File: src/rtl/mac_seq_pkg.sv
// mac_seq_pkg: shared state encoding and default sizes for the shift-add MAC controller.
package mac_seq_pkg;
  typedef enum logic [1:0] {IDLE, ITER, ACC, DONE} mac_state_t;
  localparam int MAC_WIDTH = 8;
  localparam int MAC_ACC_W = 20;
  localparam int MAC_CNT_W = $clog2(MAC_WIDTH);
endpackage

File: src/rtl/mac_seq_if.sv
// mac_seq_if: control, operand and result bundle between the pin wrapper and the MAC controller.
interface mac_seq_if import mac_seq_pkg::*; #(
  parameter int WIDTH = MAC_WIDTH,
  parameter int ACC_W = MAC_ACC_W
);
  logic             start;
  logic             accumulate;
  logic             clr;
  logic [WIDTH-1:0] op_a;
  logic [WIDTH-1:0] op_b;
  logic             busy;
  logic             done;
  logic [ACC_W-1:0] result;
  logic             ovf;
  modport master(output start, accumulate, clr, op_a, op_b, input busy, done, result, ovf);
  modport slave(input start, accumulate, clr, op_a, op_b, output busy, done, result, ovf);
endinterface

File: src/rtl/mac_seq_adder.sv
// mac_seq_adder: the single WIDTH-bit adder with carry-out shared by every multiply iteration.
module mac_seq_adder #(
  parameter int WIDTH = 8
) (
  input  logic [WIDTH-1:0] a_i,
  input  logic [WIDTH-1:0] b_i,
  output logic [WIDTH-1:0] s_o,
  output logic             co_o
);
  assign {co_o, s_o} = {1'b0, a_i} + {1'b0, b_i};
endmodule

File: src/rtl/mac_seq_ctrl.sv
// mac_seq_ctrl: sequential shift-add multiplier feeding a sticky-overflow accumulator.
// Define MAC_SEQ_SIGNED_EN for two's-complement operands and signed overflow detection.
module mac_seq_ctrl import mac_seq_pkg::*; #(
  parameter int WIDTH = MAC_WIDTH,
  parameter int ACC_W = MAC_ACC_W
) (
  input logic     clk,
  input logic     rst,
  mac_seq_if.slave bus
);
  localparam int CW = WIDTH > 1 ? $clog2(WIDTH) : 1;
  mac_state_t state_q, state_d;
  logic [CW-1:0] cnt_q, cnt_d;
  logic [WIDTH-1:0] mcand_q, mcand_d, add_s, mag_a, mag_b;
  logic [2*WIDTH-1:0] pp_q, pp_d;
  logic [ACC_W-1:0] result_q, result_d, prod;
  logic acc_q, acc_d, ovf_q, ovf_d, add_c, acc_ovf;
`ifdef MAC_SEQ_SIGNED_EN
  logic neg_q, neg_d;
  logic [ACC_W-1:0] sum;
  assign mag_a = bus.op_a[WIDTH-1] ? -bus.op_a : bus.op_a;
  assign mag_b = bus.op_b[WIDTH-1] ? -bus.op_b : bus.op_b;
  assign neg_d = state_q == IDLE ? bus.op_a[WIDTH-1] ^ bus.op_b[WIDTH-1] : neg_q;
  assign prod = neg_q ? -ACC_W'(pp_q) : ACC_W'(pp_q);
  assign sum = result_q + prod;
  assign acc_ovf = (result_q[ACC_W-1] == prod[ACC_W-1]) && (sum[ACC_W-1] != result_q[ACC_W-1]);
`else
  logic [ACC_W:0] sum;
  assign mag_a = bus.op_a;
  assign mag_b = bus.op_b;
  assign prod = ACC_W'(pp_q);
  assign sum = {1'b0, result_q} + {1'b0, prod};
  assign acc_ovf = sum[ACC_W];
`endif
  mac_seq_adder #(.WIDTH(WIDTH)) u_add (
    .a_i (pp_q[2*WIDTH-1:WIDTH]),
    .b_i (pp_q[0] ? mcand_q : '0),
    .s_o (add_s),
    .co_o(add_c)
  );
  always_comb begin
    state_d = state_q;
    cnt_d = cnt_q;
    mcand_d = mcand_q;
    pp_d = pp_q;
    acc_d = acc_q;
    result_d = result_q;
    ovf_d = ovf_q;
    unique case (state_q)
      IDLE: begin
        result_d = bus.clr ? '0 : result_q;
        ovf_d = bus.clr ? 1'b0 : ovf_q;
        if (bus.start) begin
          state_d = ITER;
          cnt_d = '0;
          mcand_d = mag_a;
          pp_d = {{WIDTH{1'b0}}, mag_b};
          acc_d = bus.accumulate;
        end
      end
      ITER: begin
        // carry lands in the MSB as the whole {carry, partial, multiplier} shifts right
        pp_d = {add_c, add_s, pp_q[WIDTH-1:1]};
        cnt_d = cnt_q + 1'b1;
        state_d = cnt_q == CW'(WIDTH - 1) ? ACC : ITER;
      end
      ACC: begin
        result_d = acc_q ? sum[ACC_W-1:0] : prod;
        ovf_d = ovf_q | (acc_q & acc_ovf);
        state_d = DONE;
      end
      DONE: state_d = IDLE;
    endcase
  end
  always_ff @(posedge clk) begin
    if (rst) begin
      state_q <= IDLE;
      cnt_q <= '0;
      mcand_q <= '0;
      pp_q <= '0;
      acc_q <= 1'b0;
      result_q <= '0;
      ovf_q <= 1'b0;
`ifdef MAC_SEQ_SIGNED_EN
      neg_q <= 1'b0;
`endif
    end else begin
      state_q <= state_d;
      cnt_q <= cnt_d;
      mcand_q <= mcand_d;
      pp_q <= pp_d;
      acc_q <= acc_d;
      result_q <= result_d;
      ovf_q <= ovf_d;
`ifdef MAC_SEQ_SIGNED_EN
      neg_q <= neg_d;
`endif
    end
  end
  assign bus.busy = state_q == ITER || state_q == ACC;
  assign bus.done = state_q == DONE;
  assign bus.result = result_q;
  assign bus.ovf = ovf_q;
endmodule

File: src/flat_wrapper.sv
// flat-port wrapper written by rule: the top's interface ports become plain ports
module mac_seq_ctrl_flat import mac_seq_pkg::*;
#(
  parameter int WIDTH = MAC_WIDTH,
  parameter int ACC_W = MAC_ACC_W
)
  (clk, rst, bus_start, bus_accumulate, bus_clr, bus_op_a, bus_op_b, bus_busy, bus_done, bus_result, bus_ovf);
  mac_seq_if #(.WIDTH(WIDTH), .ACC_W(ACC_W)) bus_i ();
  input logic clk;
  input logic rst;
  input wire logic [$bits(bus_i.start)-1:0] bus_start;
  input wire logic [$bits(bus_i.accumulate)-1:0] bus_accumulate;
  input wire logic [$bits(bus_i.clr)-1:0] bus_clr;
  input wire logic [$bits(bus_i.op_a)-1:0] bus_op_a;
  input wire logic [$bits(bus_i.op_b)-1:0] bus_op_b;
  output wire logic [$bits(bus_i.busy)-1:0] bus_busy;
  output wire logic [$bits(bus_i.done)-1:0] bus_done;
  output wire logic [$bits(bus_i.result)-1:0] bus_result;
  output wire logic [$bits(bus_i.ovf)-1:0] bus_ovf;
  assign bus_i.start = bus_start;
  assign bus_i.accumulate = bus_accumulate;
  assign bus_i.clr = bus_clr;
  assign bus_i.op_a = bus_op_a;
  assign bus_i.op_b = bus_op_b;
  assign bus_busy = bus_i.busy;
  assign bus_done = bus_i.done;
  assign bus_result = bus_i.result;
  assign bus_ovf = bus_i.ovf;
  mac_seq_ctrl #(.WIDTH(WIDTH), .ACC_W(ACC_W)) u_core (.clk(clk), .rst(rst), .bus(bus_i));
endmodule
File: config.mk
export PLATFORM = sky130hd
export DESIGN_NAME = mac_seq_ctrl_flat
export DESIGN_NICKNAME = d
export VERILOG_FILES = /design/src/rtl/mac_seq_pkg.sv /design/src/rtl/mac_seq_if.sv /design/src/rtl/mac_seq_adder.sv /design/src/rtl/mac_seq_ctrl.sv /design/src/flat_wrapper.sv
export SDC_FILE = /design/constraint.sdc
export NUM_CORES = 1
export LEC_CHECK = 0
export ABC_AREA = 1
export CAP_MARGIN = 20
export CORE_MARGIN = 3
export CORE_UTILIZATION = 59
export CTS_BUF_LIST = sky130_fd_sc_hd__clkbuf_2 sky130_fd_sc_hd__clkbuf_4 sky130_fd_sc_hd__clkbuf_8
export DETAILED_ROUTE_END_ITERATION = 16
export PLACE_DENSITY = 0.85
export SYNTH_ARGS = -nofsm -noshare
export SYNTH_HDL_FRONTEND = slang
export SYNTH_SLANG_ARGS = --single-unit
export TNS_END_PERCENT = 50
File: constraint.sdc
create_clock -name clk -period 2.4 [get_ports clk]
set_clock_uncertainty 0.1 [all_clocks]
set_input_delay 0.24 -clock clk [delete_from_list [all_inputs] [get_ports clk]]
set_output_delay 0.24 -clock clk [all_outputs]
set_load 0.01 [all_outputs]
### After elaboration in Yosys (flattened, before gate mapping)

Index checks and enable logic that the tools add are counted.

* output and inout port bits: 23
* flip-flop bits (word level): 51

* bitwise gates (word level): 2
* reductions and logical operators: 7
* add/sub/neg operators: 3
* muxes and demuxes: 13
* eq/ne operators: 6

Operators with widths (count)
* $mux 20: 2
* $pmux 20 s2: 1
* $pmux 16 s2: 1
* $add 20x16->21: 1
* $mux 16: 1
* $add 8x8->9: 1
* $mux 8: 1
* $pmux 2 s4: 1
* $pmux 3 s2: 1
* $reduce_and 2->1: 3
* $eq 2x2->1 const B: 2
* $mux 2: 2
* $ne 2x2->1 const B: 2
* $reduce_bool 2->1: 2
* $add 3x1->3 const B: 1
* $eq 3x3->1 const B: 1
* $mux 3: 1
* $eq 2x1->1 const B: 1
* $logic_not 2->1: 1
* $pmux 1 s2: 1
* $and 1x1->1: 1
* $logic_or 1x1->1: 1
* $mux 1: 1
* $or 1x1->1: 1

### Depth between registers and ports, before layout

Gate-level depths: netlist (run 1).

* word-level depth: 4
* gate-level depth with buffers: 13

### Cells and area by module

From an unflattened synthesis (run 1), not the netlist that was laid out.

* cell total of the unflattened synthesis: 621
* area, all modules: 3837.4 µm²

Modules (own cells, without submodules)
* mac_seq_ctrl: area an instance 3460.8 µm², cells an instance 562, sequential area each 1021.0 µm², times used 1
* mac_seq_adder: area an instance 376.6 µm², cells an instance 59, sequential area each 0.0 µm², times used 1

### Worst setup path before layout (run 1)

OpenSTA, ideal clock, no wires.

* kind: register -> register
* start point: register u_core.result_q[0], in the netlist u_core.bus.result[0]
* end point: register u_core.result_q[16], in the netlist u_core.bus.result[16]
* setup slack: 0.415 ns
* cell stages (with the launch flop): 14
* arrival: 1.747 ns
* period minus slack after synthesis: 1.985 ns
* data required time: 2.162 ns
* cell sequence: dfxtp_1 > ha_1 > inv_1 > fa_1 > inv_1 > nand3_1 > nand3_1 > nand2_1 > nand2_1 > nand3_1 > nand2_1 > nand2_1 > nand3_1 > a21oi_1

* longest elaborated chain between the ends: 3

RTL lines
* start: declaration: RTL line mac_seq_ctrl.sv:16 `logic [ACC_W-1:0] result_q, result_d, prod;`
* start signal: assignment: RTL line mac_seq_ctrl.sv:93 `result_q <= result_d;`
* $add 20x16->21: RTL line mac_seq_ctrl.sv:32 `assign sum = {1'b0, result_q} + {1'b0, prod};`
* $mux 20: RTL line mac_seq_ctrl.sv:68 `result_d = acc_q ? sum[ACC_W-1:0] : prod;`
* $pmux 20 s2: RTL line mac_seq_ctrl.sv:49 `unique case (state_q)`

Every way passes these cells.
A chain may end at the register's enable or synchronous reset.

### Worst setup path after layout (run 1)

Ends and elaborated chain as after synthesis.

==> metrics.md, run 1 <==
| Metric | Value |
|---|---|
| Outcome | `finished, final reports clean` |
| CP arrival | `about 2300 ps` |
| Wirelength, routed | `between 9000 and 10000 um` |
| Setup slack, reg-to-reg | `~230 ps` |
| Placer Congestion | `0.934` |
| Number of antenna violations at the first check in global routing | `0` |
| Initial DRC count | `between 200 and 300` |
| Clock slew at reported path FFs | `approximately 100 ps` |
| Leakage Power | `2.10 nW` |
| Endpoint kind of the worst setup timing path | `register` |
| Worst hold path depth | `1` |
| Required @ worst endpoint | `2490 ps` |
| Slew Limit Fails | `0` |
| Average routed wire per standard cell | `13.3 um` |
| Area of the multi-input gates | `about 2400 um^2` |
| Antenna diode instance count | `0` |
| Antenna Nets Post-Route | `0` |
| Max Fanout on Critical Path | `4` |
| Root buffer cell | `sky130_fd_sc_hd__clkbuf_8` |
| Slew at the pin with the worst max-slew slack | `470 ps` |
| Clk_lat worst skew | `320 ps` |
| Number of top-level pins | `44` |
| Unrepaired setup endpoints after global routing | `no` |
| Average cell area after synthesis | `6.25 um^2` |
| Netlist area before placement | `3790 um^2` |
| Largest net degree at the start of global routing | `33` |
| Number of hold buffers added after cts | `0` |
| Cells on worst reg2reg path | `13` |
| Areal power density over the cells | `445 nW/um^2` |
| GR Util All Layers | `27.1%` |
| Endpoint of the worst hold path | `u_core.cnt_q[0]` |
| Fin. Hold Viols | `0` |
| Post-CTS setup buffers | `0` |
| Number of nets at the end of the flow | `700` |
| Worst slack on hold paths | `roughly 380 ps` |
| Normalized max-slew margin | `68.6%` |
| Worst IR Drop VDD | `0.387 mV` |
| Footprint of the flip-flops and latches | `1020 um^2` |
| Sink Count | `51` |
| Aggregate global routing overflow | `0` |
| Starting utilization of the core area | `a little over three fifths` |
| Flip-flop and latch count after synthesis | `51` |
| Setup TNS Final | `0 ps` |
| Area of the die | `7430 um^2` |
| Min-delay src | `u_core.cnt_q[0]` |
| Count of port buffers added during placement | `43` |
| Detailed-routing iteration count for the pre-antenna-repair pass | `6` |
| Source of the worst register-to-register timing path | `u_core.bus.result[0]` |
| Total of cells resized after clock tree synthesis | `0` |
| Row Count | `28` |
| Worst setup slack after layout | `approximately 230 ps` |
| Fraction of final layout cells with drive strength greater than 1 | `6.94%` |
| CP Class | `reg2reg` |
| Final critical-path required period | `2170 ps` |
| First-pass GRT wire length | `16500 um` |
| Via count normalized by instance count | `5.47` |
| Setup Viol. Count Final | `0` |
| Max Cap Viol | `0` |
| Cts bufs inserted | `5` |
| Die height | `86.2 um` |
| Count of flip-flops with a built-in enable after synthesis | `0` |
| Count of warnings emitted by yosys | `0` |
| Maximum buffer depth of the clock tree | `2` |
| Via count | `3954` |
| # H-tree levels | `2` |
| Number of instances in the synthesized netlist | `607` |
| Floorplan die width | `86.2 um` |
| Post-route DRC violation count | `0` |
| Commonest register cell after synthesis | `sky130_fd_sc_hd__dfxtp_1` |
| Sequential-to-total area share from yosys stat | `26.9%` |
| Reg-to-reg endpoint | `u_core.bus.result[16]` |
| Worst Setup Start Kind | `register` |
| Clock tree from TritonCTS | `yes` |
| Highest attainable clock frequency | `0.461 GHz` |
| Number of nets in the synthesized netlist | `660` |
| Area growth, synth to finish | `16.4%` |
| Yosys cell types | `36` |
| Floorplan core area | `6060 um^2` |
| FFs w/ async S/R, synth | `0%` |
| Number of global-route vias before repair | `3816` |
| Min-Delay Path Class | `reg2reg` |
| Filler cell count | `510` |
| Overall Power | `0.00196 W` |
| Worst slack at placement | `267 ps` |
| Half-perimeter wire length after placement | `7470 um` |
| Final worst-path cycle share | `roughly 90%` |
| Post-layout util | `72.8%` |
[power by group]
part	switching, W	internal [W]
combinational	0.000195	0.000118
sequential	0.0000328	0.000882
clock	0.000319	0.000416
total	0.000547	0.00142
[cells in the final DEF, fill, tap and decap left out, types with 3 or more instances in the layout]
master,instances
sky130_fd_sc_hd__nand2_1,184
sky130_fd_sc_hd__inv_1,80
sky130_fd_sc_hd__nor2_1,61
sky130_fd_sc_hd__dfxtp_1,51
sky130_fd_sc_hd__a21oi_1,48
sky130_fd_sc_hd__clkdlybuf4s50_1,43
sky130_fd_sc_hd__nand3_1,31
sky130_fd_sc_hd__ha_1,30
sky130_fd_sc_hd__o21ai_0,28
sky130_fd_sc_hd__a31oi_1,10
sky130_fd_sc_hd__nand2_2,9
sky130_fd_sc_hd__nand4_1,8
sky130_fd_sc_hd__inv_2,7
sky130_fd_sc_hd__buf_4,6
sky130_fd_sc_hd__a21oi_2,5
sky130_fd_sc_hd__xor2_1,5
sky130_fd_sc_hd__o21ai_1,5
sky130_fd_sc_hd__clkbuf_8,5
sky130_fd_sc_hd__nor2_2,4
sky130_fd_sc_hd__nand3_2,3
sky130_fd_sc_hd__nor3_1,3
sky130_fd_sc_hd__a21o_1,3
[kinds of logic (layout without fill, tap and decap cells)]
logic type | count (synthesis) | in the layout | synth area share [%]
flops | 51 | 51 | 26.9
simple gates | 306 | 306 | 33.7
xor+xnor | 7 | 7 | 1.62
fa+ha+maj | 32 | 32 | 11.0
buf+inv | 104 | 145 | 10.9
compound gates | 107 | 107 | 15.9
[state kept, by name, indices dropped and copies added, names as in the netlist, named ones only]
signal	cells
u_core.acc_q	1
u_core.bus.ovf	1
u_core.bus.result	20
u_core.cnt_q	3
u_core.mcand_q	8
u_core.pp_q	16
u_core.state_q	1
[critical path, cell delays in order (launching register included)]
cell	delay, ps
sky130_fd_sc_hd__dfxtp_1	370
sky130_fd_sc_hd__ha_1	240
sky130_fd_sc_hd__inv_1	70
sky130_fd_sc_hd__fa_1	390
sky130_fd_sc_hd__inv_1	120
sky130_fd_sc_hd__nand3_1	80
sky130_fd_sc_hd__nand3_1	140
sky130_fd_sc_hd__nand2_1	70
sky130_fd_sc_hd__nand2_1	90
sky130_fd_sc_hd__nand3_1	90
sky130_fd_sc_hd__nand2_1	90
sky130_fd_sc_hd__nand2_1	60
sky130_fd_sc_hd__nand3_1	80
sky130_fd_sc_hd__a21oi_1	60
[cell usage after synthesis (2+ instances only)]
master,n,area (um^2)
sky130_fd_sc_hd__nor2_1,61,229
sky130_fd_sc_hd__a21oi_2,5,43.8
sky130_fd_sc_hd__inv_2,7,26.3
sky130_fd_sc_hd__o211ai_1,2,15.0
sky130_fd_sc_hd__inv_1,80,300
sky130_fd_sc_hd__buf_4,4,30.0
sky130_fd_sc_hd__nand3_2,3,30.0
sky130_fd_sc_hd__o21ai_0,28,140
sky130_fd_sc_hd__xor2_1,5,43.8
sky130_fd_sc_hd__xnor2_1,2,17.5
sky130_fd_sc_hd__dfxtp_1,51,1020
sky130_fd_sc_hd__fa_1,2,40.0
sky130_fd_sc_hd__a21oi_1,48,240
sky130_fd_sc_hd__a31oi_1,10,62.6
sky130_fd_sc_hd__ha_1,30,375
sky130_fd_sc_hd__nand4_1,8,50.1
sky130_fd_sc_hd__clkbuf_1,10,37.5
sky130_fd_sc_hd__o21ai_1,5,25.0
sky130_fd_sc_hd__nand3_1,31,155
sky130_fd_sc_hd__nand2_2,9,56.3
sky130_fd_sc_hd__a21o_1,3,22.5
sky130_fd_sc_hd__nor2_2,4,25.0
sky130_fd_sc_hd__nand2_1,184,691
sky130_fd_sc_hd__nor3_1,3,15.0
[metal layers]
metal | track usage [%] | wire, um | vias up
met2 | 46.9 | 4560 | 157
met5 | 0 | 0 | -
met1 | 34.4 | 4220 | 1755
li1 | - | - | 2018
met4 | 9.35 | 195 | 0
met3 | 4.18 | 632 | 24
[how the worst max path moves through the flow]
stage                               from                     to  slack, ps  cells after the start
floorplan           u_core.bus.result[0]  u_core.bus.result[16]        410                     13
global placement    u_core.bus.result[0]  u_core.bus.result[16]        400                     13
detailed placement  u_core.bus.result[0]  u_core.bus.result[16]        270                     13
CTS                 u_core.bus.result[0]  u_core.bus.result[16]        250                     13
global route        u_core.bus.result[0]  u_core.bus.result[16]         60                     13
finish              u_core.bus.result[0]  u_core.bus.result[16]        230                     13
[layout make-up]
class	count	share of cell area (%)
Clock buffer	5	1.56
Clock inverter	3	1.53
Timing Repair Buffer	49	10.8
Inverter	88	7.48
Tap cell	75	2.13
Sequential cell	51	23.1
Multi-Input combinational cell	452	53.4
[metrics by stage]
step	area (um^2)	std cells
CTS	4410	723
floorplan	3790	607
detailed placement	4280	715
global placement	4280	715
finish	4410	723
global route	4410	723
Power figures use the tool's default switching activity.
==> inputs of run 2 (changes only) <==
CTS_CLUSTER_DIAMETER = 60   (was unset)
PLACE_DENSITY = unset   (was 0.85)
PLACE_DENSITY_LB_ADDON = 0.08   (was unset)
TNS_END_PERCENT = unset   (was 50)
==> metrics.md, run 2 (synthesis gave the netlist of run 1 again) <==
| Metric | Value |
|---|---|
| Switch Pwr | `0.000549 W (+0.29%)` |
| Cells on worst reg2reg path | `13 (unchanged)` |
| Area growth, synth to finish | `16.6%` |
| Highest metal layer with signal wires | `met4` |
| Wirelength, routed | `9720 um (+1.1%)` |
| Starting utilization of the core area | `62.6% (unchanged)` |
| CP Class | `reg2reg` |
| Post-layout util | `73.0% (+0.12 points)` |
| Leading cell types in the layout, fill and taps excluded | `sky130_fd_sc_hd__nand2_1 (184), sky130_fd_sc_hd__inv_1 (80), sky130_fd_sc_hd__nor2_1 (61), sky130_fd_sc_hd__dfxtp_1 (51), sky130_fd_sc_hd__a21oi_1 (48)` |
| Slew at the pin with the worst max-slew slack | `495 ps (+24.1 ps)` |
| Critical path's largest stage delay | `400 ps (about the same)` |
| Worst hold path depth | `2 (+1)` |
| Floorplan die width | `86.2 um (unchanged)` |
| Root buffer cell | `sky130_fd_sc_hd__clkbuf_8` |
| Min-Delay Path Class | `reg2reg` |
| Cts bufs inserted | `5 (unchanged)` |
| Worst setup slack after layout | `218 ps (-14.3 ps)` |
| Setup Viol. Count Final | `0 (unchanged)` |
| Final std cell area, no fill | `4420 um^2 (+0.17%)` |
| Part of the power in combinational logic | `16.2% (+0.2 points)` |
| Final critical-path required period | `2180 ps (+14.3 ps)` |
| Placer Congestion | `0.928 (-0.67%)` |
| Clock tree from TritonCTS | `yes` |
| Switching share of power | `27.9% (+0.029 points)` |
| Number of global-route vias before repair | `3825 (+0.24%)` |
| Min-delay src | `u_core.cnt_q[2]` |
| Setup TNS Final | `0 ps (unchanged)` |
| Average routed wire per standard cell | `13.4 um (+1.0%)` |
| Bufs and invs on worst path | `2 (unchanged)` |
| Post-route DRC violation count | `0 (unchanged)` |
| Number of hold buffers added after cts | `0 (unchanged)` |
| Initial DRC count | `269 (-9.4%)` |
| Worst slack on hold paths | `381 ps (+3.81 ps)` |
| Fin. Hold Viols | `0 (unchanged)` |
| Detailed-routing iteration count for the pre-antenna-repair pass | `5 (-1)` |
| Source of the worst register-to-register timing path | `u_core.bus.result[0]` |
| Highest attainable clock frequency | `0.458 GHz (-0.65%)` |
| Floorplan core area | `6060 um^2 (unchanged)` |
| Clk_lat worst skew | `310 ps (about the same)` |
| Int Power | `0.00142 W (+0.15%)` |
| Filler cell count | `540 (+5.9%)` |
| Antenna Nets Post-Route | `0 (unchanged)` |
| Post-CTS setup buffers | `0 (unchanged)` |
| Detailed route wirelength on metal3 | `476 um (-25%)` |
| Seq pwr share | `46.5% (about the same)` |
| First-pass GRT wire length | `16600 um (+0.54%)` |
| Number of nets at the end of the flow | `701 (+0.14%)` |
| Outcome | `finished, final reports clean` |
| Endpoint kind of the worst setup timing path | `register` |
| Leakage Power | `2.10 nW (+0.24%)` |
| Area of the die | `7430 um^2 (unchanged)` |
| Via count normalized by instance count | `5.50 (+0.49%)` |
| CP arrival | `2280 ps (+20 ps)` |
| Reg-to-reg endpoint | `u_core.bus.result[16]` |
| Clock slew at reported path FFs | `110 ps (about the same)` |
| Antenna diode instance count | `0 (unchanged)` |
| Flip-flop count of the largest register, all copies and words added | `20 (unchanged)` |
| Largest net degree at the start of global routing | `33 (unchanged)` |
| Cell type of the slowest stage on the worst timing path | `sky130_fd_sc_hd__fa_1` |
| Footprint of the flip-flops and latches | `1020 um^2 (unchanged)` |
| Final worst-path cycle share | `90.9% (+0.59 points)` |
| Area of the multi-input gates | `2360 um^2 (unchanged)` |
| Number of antenna violations at the first check in global routing | `0 (unchanged)` |
| Maximum buffer depth of the clock tree | `2 (unchanged)` |
| Row Count | `28 (unchanged)` |
| Setup slack, reg-to-reg | `220 ps (about the same)` |
| Max Cap Viol | `0 (unchanged)` |
| Count of cell instances traversed by the critical path | `13 (unchanged)` |
| Areal power density over the cells | `445 nW/um^2 (about the same)` |
| Max Fanout on Critical Path | `4 (unchanged)` |
| Half-perimeter wire length after placement | `7350 um (-1.5%)` |
| # H-tree levels | `2 (unchanged)` |
| Count of port buffers added during placement | `43 (unchanged)` |
| Total of cells resized after clock tree synthesis | `0 (unchanged)` |
| Endpoint of the worst hold path | `u_core.cnt_q[2]` |
| Normalized max-slew margin | `66.7% (-1.9 points)` |
| Number of top-level pins | `44 (unchanged)` |
| Worst Setup Start Kind | `register` |
| Placed cell area | `4290 um^2 (+0.18%)` |
| Worst IR Drop VDD | `0.327 mV (-15%)` |
| Cell-by-cell trace of the critical path | `ha_1 > inv_1 > fa_1 > inv_1 > nand3_1 > nand3_1 > nand2_1 > nand2_1 > nand3_1 > nand2_1 > nand2_1 > nand3_1 > a21oi_1` |
| Worst slack at placement | `284 ps (+17.0 ps)` |
| Routed met2 length | `4730 um (+3.8%)` |
| Part of the total power dissipated in the clock network | `37.3% (about the same)` |
| Unrepaired setup endpoints after global routing | `no` |
| Die height | `86.2 um (unchanged)` |
| Required @ worst endpoint | `2500 ps (about the same)` |
| Fraction of final layout cells with drive strength greater than 1 | `7.09% (+0.14 points)` |
| Family with the most delay on the worst path | `simple AND/OR/NAND/NOR gates` |
| Via count | `3979 (+0.63%)` |
| Sink Count | `51 (unchanged)` |
| Most common cell after layout, fill and taps aside | `sky130_fd_sc_hd__nand2_1` |
| Slew Limit Fails | `0 (unchanged)` |
| Aggregate global routing overflow | `0 (unchanged)` |
| GR Util All Layers | `27.3% (+0.17 points)` |
| Met1 wire length | `4330 um (+2.5%)` |
## run 2: layer usage
| metal | track usage, % | up-vias |
|---|---|---|
| met5 | 0 | - |
| met4 | 8.64 | 0 |
| met3 | 3.80 | 19 |
| met2 | 47.9 | 133 |
| met1 | 34.6 | 1801 |
| li1 | - | 2026 |
## run 2: worst max path at each step
| stage | startpoint | to | slack (ps) |
|---|---|---|---|
| after floorplan | u_core.bus.result[0] | u_core.bus.result[16] | 410 |
| after global placement | u_core.bus.result[0] | u_core.bus.result[16] | 400 |
| after detailed placement | u_core.bus.result[0] | u_core.bus.result[16] | 280 |
| after CTS | u_core.bus.result[0] | u_core.bus.result[16] | 260 |
| after global routing | u_core.state_q[0] | u_core.bus.result[17] | 60 |
| final | u_core.bus.result[0] | u_core.bus.result[16] | 220 |
## run 2: final cells by class
cell class / instances / share of cell area [%]
inverters: 88 / 7.47
clock buffers: 5 / 1.56
flip-flops and latches: 51 / 23.1
multi-input cells: 452 / 53.3
repair buffers: 50 / 10.9
clock inverters: 3 / 1.53
well taps: 75 / 2.12
## run 2: tightest hold or removal path, stage by stage (launching register included)
cell,delay (ps)
sky130_fd_sc_hd__dfxtp_1,330
sky130_fd_sc_hd__nand2_1,60
sky130_fd_sc_hd__a21oi_1,50
## run 2: through the flow
stage / power [W] / std cells
floorplan: 0.00115 / 607
global placement: 0.00124 / 716
detailed placement: 0.00124 / 716
CTS: 0.00197 / 724
global route: 0.00205 / 724
finish: 0.00197 / 724
## run 2: power by group through the flow
stage | Clock, W | Combinational [W] | Sequential [W]
2_1_floorplan | 0 | 0.000223 | 0.000922
3_3_place_gp | 0 | 0.000305 | 0.000931
3_5_place_dp | 0 | 0.000312 | 0.000933
4_1_cts | 0.000741 | 0.000317 | 0.000913
5_1_grt | 0.000774 | 0.000358 | 0.000919
6_report | 0.000733 | 0.000319 | 0.000915
==> inputs of run 3 (changes only) <==
CORE_ASPECT_RATIO = 1.1   (was unset)
CTS_CLUSTER_SIZE = 25   (was unset)
==> metrics.md, run 3 (synthesis gave the netlist of run 1 again) <==
| Metric | Value |
|---|---|
| Switch Pwr | `0.000531 W (-3.2%)` |
| Initial DRC count | `259 (-3.7%)` |
| Final std cell area, no fill | `4390 um^2 (-0.71%)` |
| Number of antenna violations at the first check in global routing | `0 (unchanged)` |
| Detailed-routing iteration count for the pre-antenna-repair pass | `5 (unchanged)` |
| CP arrival | `2220 ps (-60 ps)` |
| Sink Count | `51 (unchanged)` |
| Cell-by-cell trace of the critical path | `ha_2 > inv_1 > fa_1 > inv_1 > nand3_1 > nand3_2 > nand2_1 > nand2_1 > nand3_1 > nand2_1 > nand2_1 > nand3_1 > a21oi_1` |
| Worst setup slack after layout | `255 ps (+37.4 ps)` |
| Non-filler cells, final | `728 (+0.55%)` |
| Die height | `90.1 um (+4.5%)` |
| Clk_lat worst skew | `310 ps (about the same)` |
| Leading cell types in the layout, fill and taps excluded | `sky130_fd_sc_hd__nand2_1 (184), sky130_fd_sc_hd__inv_1 (80), sky130_fd_sc_hd__nor2_1 (61), sky130_fd_sc_hd__dfxtp_1 (51), sky130_fd_sc_hd__a21oi_1 (48)` |
| Cell mode on critical path | `sky130_fd_sc_hd__nand2_1` |
| Most common cell after layout, fill and taps aside | `sky130_fd_sc_hd__nand2_1` |
| Switching share of power | `29.8% (+2.0 points)` |
| Routed met2 length | `4790 um (+1.2%)` |
| Critical path's largest stage delay | `390 ps (about the same)` |
| Area growth, synth to finish | `15.8%` |
| Number of nets at the end of the flow | `700 (-0.14%)` |
| Worst slack at placement | `235 ps (-48.8 ps)` |
| Clock slew at reported path FFs | `90 ps (-20 ps)` |
| Max Cap Viol | `0 (unchanged)` |
| Via count | `3923 (-1.4%)` |
| Max Fanout on Critical Path | `4 (unchanged)` |
| Part of the power in combinational logic | `17.5% (+1.3 points)` |
| Average routed wire per standard cell | `13.2 um (-2.0%)` |
| Aggregate global routing overflow | `0 (unchanged)` |
| Wirelength, routed | `9580 um (-1.5%)` |
| Worst IR Drop VDD | `0.345 mV (+5.3%)` |
| Areal power density over the cells | `405 nW/um^2 (-8.9%)` |
| Placed cell area | `4280 um^2 (about the same)` |
| Part of the total power dissipated in the clock network | `31.1% (-6.2 points)` |
| Slew at the pin with the worst max-slew slack | `475 ps (-19.2 ps)` |
| Setup Viol. Count Final | `0 (unchanged)` |
| Half-perimeter wire length after placement | `7390 um (+0.47%)` |
| Bufs and invs on worst path | `2 (unchanged)` |
| Cell total after placement | `720 (+0.56%)` |
| Highest metal layer with signal wires | `met4` |
| First-pass GRT wire length | `16200 um (-2.5%)` |
| Antenna diode instance count | `0 (unchanged)` |
| Cts bufs inserted | `5 (unchanged)` |
| Largest net degree at the start of global routing | `33 (unchanged)` |
| Fin. Hold Viols | `0 (unchanged)` |
| Highest attainable clock frequency | `0.466 GHz (+1.7%)` |
| Clock tree from TritonCTS | `yes` |
| Floorplan die width | `82.4 um (-4.3%)` |
| Post-route DRC violation count | `0 (unchanged)` |
| Placer Congestion | `0.932 (+0.41%)` |
| Worst Setup Start Kind | `register` |
| Detailed route wirelength on metal3 | `407 um (-14%)` |
| Flip-flop count of the largest register, all copies and words added | `20 (unchanged)` |
| CP Class | `reg2reg` |
| Slew Limit Fails | `0 (unchanged)` |
| Area of the die | `7430 um^2 (about the same)` |
| Leakage Power | `2.09 nW (-0.63%)` |
| Outcome | `finished, final reports clean` |
| Via count normalized by instance count | `5.39 (-1.9%)` |
| Final worst-path cycle share | `89.4% (-1.6 points)` |
| Final critical-path required period | `2140 ps (-37.4 ps)` |
| Post-CTS setup buffers | `0 (unchanged)` |
| Footprint of the flip-flops and latches | `1020 um^2 (unchanged)` |
| Setup TNS Final | `0 ps (unchanged)` |
| # H-tree levels | `2 (unchanged)` |
| Count of port buffers added during placement | `43 (unchanged)` |
| Required @ worst endpoint | `2480 ps (-20 ps)` |
| Number of top-level pins | `44 (unchanged)` |
| Fraction of final layout cells with drive strength greater than 1 | `7.25% (+0.17 points)` |
| Overall Power | `0.00178 W (-9.5%)` |
| Number of global-route vias before repair | `3631 (-5.1%)` |
| Min-Delay Path Class | `reg2reg` |
| Antenna Nets Post-Route | `0 (unchanged)` |
| Seq pwr share | `51.4% (+4.9 points)` |
| GR Util All Layers | `27.2% (-0.15 points)` |
| Cell type of the slowest stage on the worst timing path | `sky130_fd_sc_hd__fa_1` |
| Filler cell count | `572 (+5.9%)` |
| Int Power | `0.00125 W (-12%)` |
| Family with the most delay on the worst path | `simple AND/OR/NAND/NOR gates` |
| Floorplan core area | `6190 um^2 (+2.2%)` |
| Unrepaired setup endpoints after global routing | `no` |
| Row Count | `30 (+7.1%)` |
| Area of the multi-input gates | `2360 um^2 (+0.32%)` |
| Maximum buffer depth of the clock tree | `2 (unchanged)` |
| Endpoint kind of the worst setup timing path | `register` |
| Normalized max-slew margin | `68.3% (+1.6 points)` |
| Starting utilization of the core area | `61.2% (-1.3 points)` |
| Root buffer cell | `sky130_fd_sc_hd__clkbuf_8` |
| Met1 wire length | `4200 um (-3.0%)` |
run 3: changes by cell type in the layout (fill, tap and decap cells not counted), sizes merged:
cell,before,now
clkinvlp,1,0
clkinv,1,2
buf,7,6
clkbuf,5,7
bufinv,2,0
run 3: what timing repair did:
| item | in CTS | in global routing |
|---|---|---|
| gates resized for setup | 0 | 2 |
| hold buffers | 0 | 0 |
| endpoints found under the setup margin | 0 | 1 |
run 3: cell type report:
cell class / instances / area share, %
Timing Repair Buffer: 49 / 10.8
Clock buffer: 7 / 2.05
Inverter: 88 / 7.52
Sequential cell: 51 / 23.3
Clock inverter: 1 / 0.199
Multi-Input combinational cell: 452 / 53.9
Tap cell: 80 / 2.28
run 3: power by group through the flow:
stage	logic [W]	clock network (W)	registers, W
after floorplan	0.000223	0	0.000922
after global placement	0.000302	0	0.000932
after detailed placement	0.000310	0	0.000934
after CTS	0.000312	0.000551	0.000914
after global routing	0.000350	0.000593	0.000920
final	0.000312	0.000553	0.000915
run 3: tightest hold or removal path, delay by kind of cell (launching register included):
| kind | cells | cell delay, ps |
|---|---|---|
| DFF | 1 | 330 |
| and+or+nand+nor | 1 | 60 |
| AOI/OAI and AO/OA | 1 | 50 |
run 3: path summary, 6_finish.rpt:
path | cells past startpoint | from | end | slack (ps)
min | 2 | u_core.cnt_q[1] | u_core.cnt_q[1] | 380
min reg2reg | 2 | u_core.cnt_q[1] | u_core.cnt_q[1] | 380
max reg2reg | 13 | u_core.bus.result[0] | u_core.bus.result[16] | 260
max | 13 | u_core.bus.result[0] | u_core.bus.result[16] | 260
run 3: metrics by stage:
| stage | util, % | hold WS (ps) |
|---|---|---|
| after detailed placement | 69.2 | 358 |
| final | 70.9 | 379 |
| after global routing | 70.9 | 399 |
| after global placement | 69.2 | 347 |
| after floorplan | - | 299 |
| after CTS | 70.8 | 373 |
run 3: routing by layer:
| metal | up-vias | GRT usage, % |
|---|---|---|
| li1 | 2018 | - |
| met1 | 1782 | 34.4 |
| met2 | 105 | 46.7 |
| met3 | 18 | 3.41 |
| met4 | 0 | 8.31 |
| met5 | - | 0 |
